<file path="src/rtl/console_pkg.sv">
// rtl/console_pkg.sv - shared constants, command encodings and enums for the console writer
package console_pkg;

  localparam int COLS    = 42;
  localparam int ROWS    = 22;
  localparam int A_WIDTH = 13;
  localparam int CELLS   = COLS * ROWS;

  localparam logic [7:0] BLANK = 8'h20;

  // Command encodings shared with the character-memory controller
  localparam logic [2:0] CMD_NOP    = 3'b000;
  localparam logic [2:0] CMD_WRITE1 = 3'b001;
  localparam logic [2:0] CMD_WRITE2 = 3'b010;

  localparam logic [7:0] LF = 8'h0A;
  localparam logic [7:0] CR = 8'h0D;
  localparam logic [7:0] BS = 8'h08;
  localparam logic [7:0] FF = 8'h0C;

  typedef enum logic [2:0] {
    IDLE, DECODE, ISSUE, WAIT_ACK, WAIT_REL, CLEAR
  } state_e;

  typedef enum logic [2:0] {
    CUR_NONE, CUR_INC, CUR_NL, CUR_CR, CUR_BS, CUR_HOME
  } cur_op_e;

endpackage

</file>
<file path="src/rtl/console_writer_if.sv">
// rtl/console_writer_if.sv - byte stream in, character-memory command bus out
interface console_writer_if;
  import console_pkg::*;

  logic               ch_valid;
  logic [7:0]         ch_data;
  logic               ch_ready;
  logic [2:0]         cmd;
  logic [A_WIDTH-1:0] addr;
  logic [7:0]         din1;
  logic [7:0]         din2;
  logic               op_cplt;

  modport master (
    input  ch_valid, ch_data, op_cplt,
    output ch_ready, cmd, addr, din1, din2
  );

  modport slave (
    output ch_valid, ch_data, op_cplt,
    input  ch_ready, cmd, addr, din1, din2
  );

endinterface

</file>
<file path="src/rtl/cursor_ctrl.sv">
// rtl/cursor_ctrl.sv - text cursor with column, row and linear address kept in step
module cursor_ctrl
  import console_pkg::*;
(
  input  logic               clk,
  input  logic               rst,
  input  cur_op_e            op_i,
  output logic [5:0]         col_o,
  output logic [4:0]         row_o,
  output logic [A_WIDTH-1:0] addr_nxt_o
);

  logic [5:0]         col_q, col_d;
  logic [4:0]         row_q, row_d;
  logic [A_WIDTH-1:0] addr_q, addr_d;
  logic               last_col, last_row;

  assign last_col = (col_q == 6'(COLS - 1));
  assign last_row = (row_q == 5'(ROWS - 1));

  // Address moves by +/-1 or by a row stride, so no multiply is ever needed
  always_comb begin
    col_d  = col_q;
    row_d  = row_q;
    addr_d = addr_q;
    case (op_i)
      CUR_INC: begin
        if (last_col) begin
          col_d  = 6'd0;
          row_d  = last_row ? 5'd0 : row_q + 5'd1;
          addr_d = last_row ? '0 : addr_q + 1'b1;
        end else begin
          col_d  = col_q + 6'd1;
          addr_d = addr_q + 1'b1;
        end
      end
      CUR_NL: begin
        col_d  = 6'd0;
        row_d  = last_row ? 5'd0 : row_q + 5'd1;
        addr_d = last_row ? '0 : addr_q - A_WIDTH'(col_q) + A_WIDTH'(COLS);
      end
      CUR_CR: begin
        col_d  = 6'd0;
        addr_d = addr_q - A_WIDTH'(col_q);
      end
      CUR_BS: begin
        if (col_q != 6'd0) begin
          col_d  = col_q - 6'd1;
          addr_d = addr_q - 1'b1;
        end else if (row_q != 5'd0) begin
          col_d  = 6'(COLS - 1);
          row_d  = row_q - 5'd1;
          addr_d = addr_q - 1'b1;
        end
      end
      CUR_HOME: begin
        col_d  = 6'd0;
        row_d  = 5'd0;
        addr_d = '0;
      end
      default: ;
    endcase
  end

  always_ff @(posedge clk) begin
    if (rst) begin
      col_q  <= 6'd0;
      row_q  <= 5'd0;
      addr_q <= '0;
    end else begin
      col_q  <= col_d;
      row_q  <= row_d;
      addr_q <= addr_d;
    end
  end

  assign col_o      = col_q;
  assign row_o      = row_q;
  assign addr_nxt_o = addr_d;

endmodule

</file>
<file path="src/rtl/console_writer.sv">
// rtl/console_writer.sv - byte stream to character-memory writer with 4-phase handshake
// Optional: CONSOLE_FAST_CLEAR_EN clears the screen with WRITE2 pairs at even addresses.
module console_writer
  import console_pkg::*;
(
  input  logic                    clk,
  input  logic                    rst,
  console_writer_if.master        bus,
  output logic [5:0]              cur_col,
  output logic [4:0]              cur_row,
  output logic                    busy
);

`ifdef CONSOLE_FAST_CLEAR_EN
  localparam logic [2:0]         CLR_CMD  = CMD_WRITE2;
  localparam logic [7:0]         CLR_DIN2 = BLANK;
  localparam logic [A_WIDTH-1:0] CLR_STEP = A_WIDTH'(2);
  localparam logic [A_WIDTH-1:0] CLR_LAST = A_WIDTH'(CELLS - 2);
`else
  localparam logic [2:0]         CLR_CMD  = CMD_WRITE1;
  localparam logic [7:0]         CLR_DIN2 = 8'h00;
  localparam logic [A_WIDTH-1:0] CLR_STEP = A_WIDTH'(1);
  localparam logic [A_WIDTH-1:0] CLR_LAST = A_WIDTH'(CELLS - 1);
`endif

  state_e             state_q, state_d;
  logic [7:0]         char_q, char_d;
  logic [2:0]         cmd_q, cmd_d;
  logic [A_WIDTH-1:0] addr_q, addr_d;
  logic [7:0]         din1_q, din1_d, din2_q, din2_d;
  logic [A_WIDTH-1:0] clr_q, clr_d;
  logic               clr_mode_q, clr_mode_d;
  logic               print_q, print_d;
  logic               ready_q, ready_d;
  cur_op_e            cur_op;
  logic [5:0]         col;
  logic [4:0]         row;
  logic [A_WIDTH-1:0] cur_addr_nxt;

  cursor_ctrl u_cursor (
    .clk        (clk),
    .rst        (rst),
    .op_i       (cur_op),
    .col_o      (col),
    .row_o      (row),
    .addr_nxt_o (cur_addr_nxt)
  );

  always_ff @(posedge clk) begin
    if (rst) begin
      state_q    <= IDLE;
      char_q     <= 8'h00;
      cmd_q      <= CMD_NOP;
      addr_q     <= '0;
      din1_q     <= 8'h00;
      din2_q     <= 8'h00;
      clr_q      <= '0;
      clr_mode_q <= 1'b0;
      print_q    <= 1'b0;
      ready_q    <= 1'b0;
    end else begin
      state_q    <= state_d;
      char_q     <= char_d;
      cmd_q      <= cmd_d;
      addr_q     <= addr_d;
      din1_q     <= din1_d;
      din2_q     <= din2_d;
      clr_q      <= clr_d;
      clr_mode_q <= clr_mode_d;
      print_q    <= print_d;
      ready_q    <= ready_d;
    end
  end

  always_comb begin
    state_d    = state_q;
    char_d     = char_q;
    cmd_d      = cmd_q;
    addr_d     = addr_q;
    din1_d     = din1_q;
    din2_d     = din2_q;
    clr_d      = clr_q;
    clr_mode_d = clr_mode_q;
    print_d    = print_q;
    cur_op     = CUR_NONE;
    case (state_q)
      IDLE: begin
        if (bus.ch_valid && ready_q) begin
          char_d  = bus.ch_data;
          state_d = DECODE;
        end
      end
      DECODE: begin
        state_d    = IDLE;
        clr_mode_d = 1'b0;
        if (char_q >= 8'h20 && char_q <= 8'h7E) begin
          cmd_d   = CMD_WRITE1;
          addr_d  = cur_addr_nxt;
          din1_d  = char_q;
          din2_d  = 8'h00;
          print_d = 1'b1;
          state_d = ISSUE;
        end else if (char_q == LF) begin
          cur_op = CUR_NL;
        end else if (char_q == CR) begin
          cur_op = CUR_CR;
        end else if (char_q == BS) begin
          // The blank lands on the post-backspace position, taken from the cursor's next address
          cur_op  = CUR_BS;
          cmd_d   = CMD_WRITE1;
          addr_d  = cur_addr_nxt;
          din1_d  = BLANK;
          din2_d  = 8'h00;
          print_d = 1'b0;
          state_d = ISSUE;
        end else if (char_q == FF) begin
          clr_d      = '0;
          clr_mode_d = 1'b1;
          state_d    = CLEAR;
        end
      end
      CLEAR: begin
        cmd_d   = CLR_CMD;
        addr_d  = clr_q;
        din1_d  = BLANK;
        din2_d  = CLR_DIN2;
        state_d = ISSUE;
      end
      ISSUE: state_d = WAIT_ACK;
      WAIT_ACK: begin
        if (bus.op_cplt) begin
          cmd_d   = CMD_NOP;
          state_d = WAIT_REL;
        end
      end
      WAIT_REL: begin
        if (!bus.op_cplt) begin
          if (clr_mode_q) begin
            if (clr_q == CLR_LAST) begin
              cur_op     = CUR_HOME;
              clr_mode_d = 1'b0;
              state_d    = IDLE;
            end else begin
              clr_d   = clr_q + CLR_STEP;
              state_d = CLEAR;
            end
          end else begin
            if (print_q) cur_op = CUR_INC;
            state_d = IDLE;
          end
        end
      end
      default: state_d = IDLE;
    endcase
    ready_d = (state_d == IDLE);
  end

  always_comb begin
    bus.ch_ready = ready_q;
    bus.cmd      = cmd_q;
    bus.addr     = addr_q;
    bus.din1     = din1_q;
    bus.din2     = din2_q;
    busy         = (state_q != IDLE);
    cur_col      = col;
    cur_row      = row;
  end

endmodule

</file>
<file path="src/flat_wrapper.sv">
// flat-port wrapper written by rule: the top's interface ports become plain ports
module console_writer_flat import console_pkg::*;
  (clk, rst, cur_col, cur_row, busy, bus_ch_valid, bus_ch_data, bus_op_cplt, bus_ch_ready, bus_cmd, bus_addr, bus_din1, bus_din2);
  console_writer_if bus_i ();
  input  logic clk;
  input  logic rst;
  output logic [5:0] cur_col;
  output logic [4:0] cur_row;
  output logic busy;
  input wire logic [$bits(bus_i.ch_valid)-1:0] bus_ch_valid;
  input wire logic [$bits(bus_i.ch_data)-1:0] bus_ch_data;
  input wire logic [$bits(bus_i.op_cplt)-1:0] bus_op_cplt;
  output wire logic [$bits(bus_i.ch_ready)-1:0] bus_ch_ready;
  output wire logic [$bits(bus_i.cmd)-1:0] bus_cmd;
  output wire logic [$bits(bus_i.addr)-1:0] bus_addr;
  output wire logic [$bits(bus_i.din1)-1:0] bus_din1;
  output wire logic [$bits(bus_i.din2)-1:0] bus_din2;
  assign bus_i.ch_valid = bus_ch_valid;
  assign bus_i.ch_data = bus_ch_data;
  assign bus_i.op_cplt = bus_op_cplt;
  assign bus_ch_ready = bus_i.ch_ready;
  assign bus_cmd = bus_i.cmd;
  assign bus_addr = bus_i.addr;
  assign bus_din1 = bus_i.din1;
  assign bus_din2 = bus_i.din2;
  console_writer u_core (.clk(clk), .rst(rst), .bus(bus_i), .cur_col(cur_col), .cur_row(cur_row), .busy(busy));
endmodule
</file>
<file path="config.mk">
export PLATFORM = sky130hd
export DESIGN_NAME = console_writer_flat
export DESIGN_NICKNAME = d
export VERILOG_FILES = /design/src/rtl/console_pkg.sv /design/src/rtl/console_writer_if.sv /design/src/rtl/cursor_ctrl.sv /design/src/rtl/console_writer.sv /design/src/flat_wrapper.sv
export SDC_FILE = /design/constraint.sdc
export NUM_CORES = 1
export LEC_CHECK = 0
export ABC_AREA = 0
export CORE_ASPECT_RATIO = 1.5
export CORE_MARGIN = 2
export CORE_UTILIZATION = 45
export CTS_BUF_LIST = sky130_fd_sc_hd__clkbuf_16
export DETAILED_ROUTE_END_ITERATION = 6
export DONT_BUFFER_PORTS = 1
export PLACE_DENSITY = 0.65
export SYNTH_ARGS = -nofsm -noshare
export SYNTH_HDL_FRONTEND = slang
export SYNTH_SLANG_ARGS = --single-unit
</file>
<file path="constraint.sdc">
create_clock -name clk -period 8.65 [get_ports clk]
set_clock_uncertainty 0.2 [all_clocks]
set_input_delay 1.2975 -clock clk [delete_from_list [all_inputs] [get_ports clk]]
set_output_delay 1.2975 -clock clk [all_outputs]
set_load 0.005 [all_outputs]
</file>
* Yosys cells after proc, flatten, opt, wreduce, memory -nomap -nowiden
Index checks and enable logic that the tools add are counted.
** Operators by class
- Add/subtract/negate cells :: 9
- $lt $le $gt $ge :: 2
- Eq/ne operators :: 35
- Mux-type cells :: 78
- Reductions and logical operators :: 22
** Operators by type and width (count)
- 13-bit 2-to-1 mux :: 17
- 3-bit 2-to-1 mux :: 22
- 13-bit one-hot mux with 5 select lines :: 1
- 8-bit 2-to-1 mux :: 8
- 13-bit one-hot mux with 2 select lines :: 2
- 8-bit by 4-bit equality test with 1-bit output (second input constant) :: 4
- 8-bit one-hot mux with 2 select lines :: 2
- 13-bit by 1-bit adder with 13-bit output (second input constant) :: 2
- 5-bit 2-to-1 mux :: 4
- 2-bit != test (second input constant) :: 10
- 5-bit one-hot mux with 4 select lines :: 1
- 6-bit 2-to-1 mux :: 3
- 3-bit one-hot mux with 6 select lines :: 1
- 6-bit one-hot mux with 3 select lines :: 1
- 13-bit by 6-bit adder with 13-bit output (second input constant) :: 1
- 13-bit by 10-bit equality test with 1-bit output (second input constant) :: 1
- 1-bit 2-to-1 mux :: 13
- 13-bit by 1-bit subtractor with 13-bit output (second input constant) :: 1
- 13-bit by 6-bit subtractor with 13-bit output :: 1
- 3-bit by 2-bit equality test with 1-bit output (second input constant) :: 4
- 3-bit equality test (second input constant) :: 4
- 4-bit AND reduction :: 3
- 3-bit one-hot mux with 3 select lines :: 1
- 9-bit AND reduction :: 1
- 25 further kinds :: 38
** Storage, ports and cells
- Bits in registers :: 83
- Input port bits :: 12
- Output and inout bits :: 45

* Logic depth before layout (Yosys ltp)
- Depth after elaboration :: 13
- Gate-level depth with buffers :: 13
- Depth with buffers taken out :: 13

* Modules after synthesis
A second synthesis with hierarchy kept.
** Second synthesis, totals
- Cell total of the unflattened synthesis :: 760
- Area, all modules :: 5778.0 um^2
** By module, submodules not included
- cursor_ctrl :: times used 1, cells an instance 458, area each 3171.8 um^2, sequential area each 480.5 um^2
- console_writer :: times used 1, cells an instance 302, area each 2606.2 um^2, sequential area each 980.9 um^2

* Worst setup path before layout
OpenSTA, ideal clock, no wires.
- Path kind :: input-to-reg
- Start :: input port bus_op_cplt
- End :: register u_core.clr_q[11]
- Library setup time :: 0.128 ns
- Data arrival time :: 3.231 ns
- Required time :: 8.322 ns
- Setup slack :: 5.091 ns
- Stages :: 8
- Path buffers :: 1
- Cells stage by stage :: or4b_1 clkbuf_1 o32ai_2 and3_1 and4_1 nand3_1 xor2_1 nor2_1
** Between the ends
- Longest elaborated chain between the ends :: 2
** Ends and longest elaborated chain
- from (decl) :: RTL line flat_wrapper.sv:12 : input wire logic [$bits(bus_i.op_cplt)-1:0] bus_op_cplt;
- 2-bit != test (no source line)
- 9-bit AND reduction (no source line)
- to (signal assigned) :: RTL line console_writer.sv:68 : clr_q <= clr_d;
- to (decl) :: RTL line console_writer.sv:31 : logic [A_WIDTH-1:0] clr_q, clr_d;
Every way passes these cells.
A chain may end at the register's enable or synchronous reset.

* Worst setup path in the final report
- Start :: register u_core.u_cursor.col_q[2], in the netlist u_core.u_cursor.col_o[2]
- End :: register u_core.addr_q[8], in the netlist u_core.bus.addr[8]
** Between the ends
- Longest elaborated chain between the ends :: 9
** Ends and longest elaborated chain
- from (decl) :: RTL line cursor_ctrl.sv:13 : logic [5:0] col_q, col_d;
- from (signal assigned) :: RTL line cursor_ctrl.sv:71 : col_q <= col_d;
- 13-bit by 6-bit subtractor with 13-bit output :: RTL line cursor_ctrl.sv:40, cursor_ctrl.sv:44
- 13-bit by 6-bit adder with 13-bit output :: RTL line cursor_ctrl.sv:40 : addr_d = last_row ? '0 : addr_q - A_WIDTH'(col_q) + A_WIDTH'(COLS);
- 13-bit 2-to-1 mux :: RTL line cursor_ctrl.sv:40
- 13-bit one-hot mux with 5 select lines (*) :: RTL line cursor_ctrl.sv:26 : case (op_i)
- 13-bit 2-to-1 mux :: RTL line console_writer.sv:107 : end else if (char_q == BS) begin
- 13-bit 2-to-1 mux :: RTL line console_writer.sv:105 : end else if (char_q == CR) begin
- 13-bit 2-to-1 mux :: RTL line console_writer.sv:103 : end else if (char_q == LF) begin
- 13-bit 2-to-1 mux (*) :: RTL line console_writer.sv:96 : if (char_q >= 8'h20 && char_q <= 8'h7E) begin
- 13-bit one-hot mux with 2 select lines (*) :: RTL line console_writer.sv:86 : case (state_q)
- to (signal assigned) :: RTL line console_writer.sv:65 : addr_q <= addr_d;
- to (decl) :: RTL line console_writer.sv:29 : logic [A_WIDTH-1:0] addr_q, addr_d;
Mark *: on every way between the ends. The rest lies on a longest branch, timed or not. The select of a mux whose other input is x is not followed.

==> metrics.yaml <==
endpoint: "u_core.bus.addr[8]$_SDFFE_PP0P_"
status: "completed"
post_cts_buffers: 0
drv_slew: 0
syn_area_sq_um: 5180
tns_ps: 0
drt_iter0_markers: 495
rrSetupSlack_ps: 4720
nFillCells: 1111
max_slew_margin_pct: 31.3
power-per-cell-area_nw_per_um2: 146
synth_edf_count: 0
area_growth_pct: 6.80
wl_per_cell_microns: 19.1
critPathMaxFanout: 9
synthArstFlopShare_pct: 0
grtUsageMet2_pct: 42.8
place_congestion: 0.935
crit_start: "u_core.u_cursor.col_o[2]$_SDFFE_PP0P_"
die_h_microns: 135
core_area_sq_um: 11400
synth-seq-area-share_pct: 28.2
viasPerCell: 6.39
grt_pass1_wl_microns: 24300
grt_pass1_vias: 4751
drive_gt1_share_pct: 7.23
antenna_found_initial: 0
clk_pin_slew_ps: 60
reg2reg_from: "u_core.u_cursor.col_o[2]$_SDFFE_PP0P_"
yosysUniqueCellTypes: 80
postLayoutCoreUtil_pct: 48.8
yosys_register_bits: 73
synth_top_cell_by_area: "dfxtp_1"
busiest_layer: "met2"
cts_tree: "built"
dp_hpwl_microns: 11100
grt_start_max_net_pins: 56
synth_ff_type: "dfxtp_1"
grt_util_all_layers_pct: 24.4
initial_utilization_pct: 45.7
crit_path_start_kind: "register"
place_area_sq_um: 5190
period_needed_ps: 3930
yosysWarnings: 0
rsz0062_at_grt: "no"
drc_errors: 0
regToRegEndpoint: "u_core.bus.addr[8]$_SDFFE_PP0P_"
grtUsageMet3_pct: 3.51
crit_arrival_ps: 3960
hold_violations: 0
clkSinkCount: 73
clkLatencyLatePin_ps: 340
p_leak_nw: 1.88
min_path_type: "register to register"
cts_buffers: 9
hold-worst-slack_ps: 263
h-tree-depth: 3
post_cts_resized: 0
reg2reg_depth: 10
ios: 57
p_total_w: 0.000810
clockBufferDepth: 2
ant_nets: 0
path_class: "register to register"
fp-row-count: 48
grtUsageMet1_pct: 28.5
cts-root-buf: "clkbuf_16"
syn_inst: 674
crit_required_ps: 8680
port_buffers: 0
final_area_sq_um: 5540
synthTopCellsByArea: "dfxtp_1 28%, nor2_1 6.2%, a21oi_1 4.3%"
timing.final.crit_share_pct: 45.4
max_freq_mhz: 255
setup_viol_count_final: 0
wl_microns: 15300
dieArea_sq_um: 12400
tightest_slew_ps: 1030
n_antenna_cell: 0
end_kind: "register"
grt_remaining_overflow: 0
num_vias: 5113
ir_worst_vdd_mv: 0.123
drt-pass1-iter-count: 7
ctsHoldBuffers: 0
fp.dieW_microns: 91.6
syn_area_per_cell_sq_um: 7.69
fin_nets: 674
yosys.area.top_type_share_pct: 28.2
cap_viol_max_count: 0
cell type report:
cell class	instances	area (sq um)	area share, %
clock inverters	7	119	2.15
repair buffers	6	45.0	0.813
clock buffers	9	225	4.07
inverters	30	113	2.03
flip-flops and latches	73	1460	26.4
multi-input cells	525	3390	61.2
well taps	150	188	3.39
metrics by stage:
step	std cells	setup WS, ps
5_1_grt	800	4430
3_3_place_gp	784	4800
2_1_floorplan	683	5090
4_1_cts	800	4730
3_5_place_dp	784	4740
6_report	800	4720
worst min-delay path by stage:
stage                     slack [ps]                         endpoint  cells after the start                            start
after global routing             280  u_core.bus.addr[5]$_SDFFE_PP0P_                      2  u_core.bus.addr[5]$_SDFFE_PP0P_
final                            260   u_core.bus.cmd[0]$_SDFFE_PP0P_                      2   u_core.bus.cmd[0]$_SDFFE_PP0P_
after floorplan                  240   u_core.bus.cmd[0]$_SDFFE_PP0P_                      2   u_core.bus.cmd[0]$_SDFFE_PP0P_
after global placement           250   u_core.bus.cmd[0]$_SDFFE_PP0P_                      2   u_core.bus.cmd[0]$_SDFFE_PP0P_
after detailed placement         260   u_core.bus.cmd[0]$_SDFFE_PP0P_                      2   u_core.bus.cmd[0]$_SDFFE_PP0P_
after CTS                        270   u_core.bus.cmd[0]$_SDFFE_PP0P_                      2   u_core.bus.cmd[0]$_SDFFE_PP0P_
routing by layer:
layer	vias to the layer above	wire length, microns
met5	-	0
met1	2431	5970
li1	2417	-
met2	216	7870
met3	49	827
met4	0	632
power breakdown:
group | internal, W | switching (W)
clock | 0.000281 | 0.000147
sequential | 0.000340 | 0.00000602
combinational | 0.0000134 | 0.0000227
total | 0.000635 | 0.000176
cells in the final DEF (no fill, tap or decap), types with 9 or more instances in the layout:
cell	count
nor2_1	86
dfxtp_1	73
nand2_1	46
a21oi_1	45
inv_1	29
o21ai_0	23
nand3_1	23
nor3_1	18
xnor2_1	17
ha_1	16
xor2_1	11
or3_1	11
nand4_1	11
mux2i_1	11
a211oi_1	10
conb_1	10
nor2b_1	9
a22oi_1	9
clkbuf_16	9
state kept, by name, summed over array words and instances, names as in the netlist:
register,cells
u_core.state_q,3
u_core.bus.din1,8
u_core.bus.ch_ready,1
u_core.bus.cmd,1
u_core.clr_q,13
u_core.u_cursor.col_o,6
u_core.u_cursor.addr_q,13
u_core.bus.addr,13
u_core.clr_mode_q,1
u_core.u_cursor.row_o,5
u_core.print_q,1
u_core.char_q,8
Yosys cell counts (16+ instances only):
library cell / count
xnor2_1: 17
nor2_1: 86
clkbuf_1: 35
nor3_1: 18
o21ai_0: 23
dfxtp_1: 73
a21oi_1: 45
nand3_1: 23
ha_1: 16
inv_1: 29
nand2_1: 46
critical path: stages, from the launching register on:
cell	delay, ps
dfxtp_1	520
inv_1	130
ha_1	410
a21oi_1	490
a21boi_0	200
o21ai_0	360
a22oi_1	290
or4_1	460
a311oi_1	460
a221o_1	220
a21oi_1	60
cell families after synthesis:
kind of cell    after synthesis  synth area share, %
compound gates              194                 27.3
flops                        73                 28.2
simple gates                265                 25.9
fa+ha+maj                    17                 4.25
mux                          11                 2.12
buf+inv                      85                 7.41
xor+xnor                     28                 4.73
other cells                   1               0.0723
(Power assumes the default switching activity.)
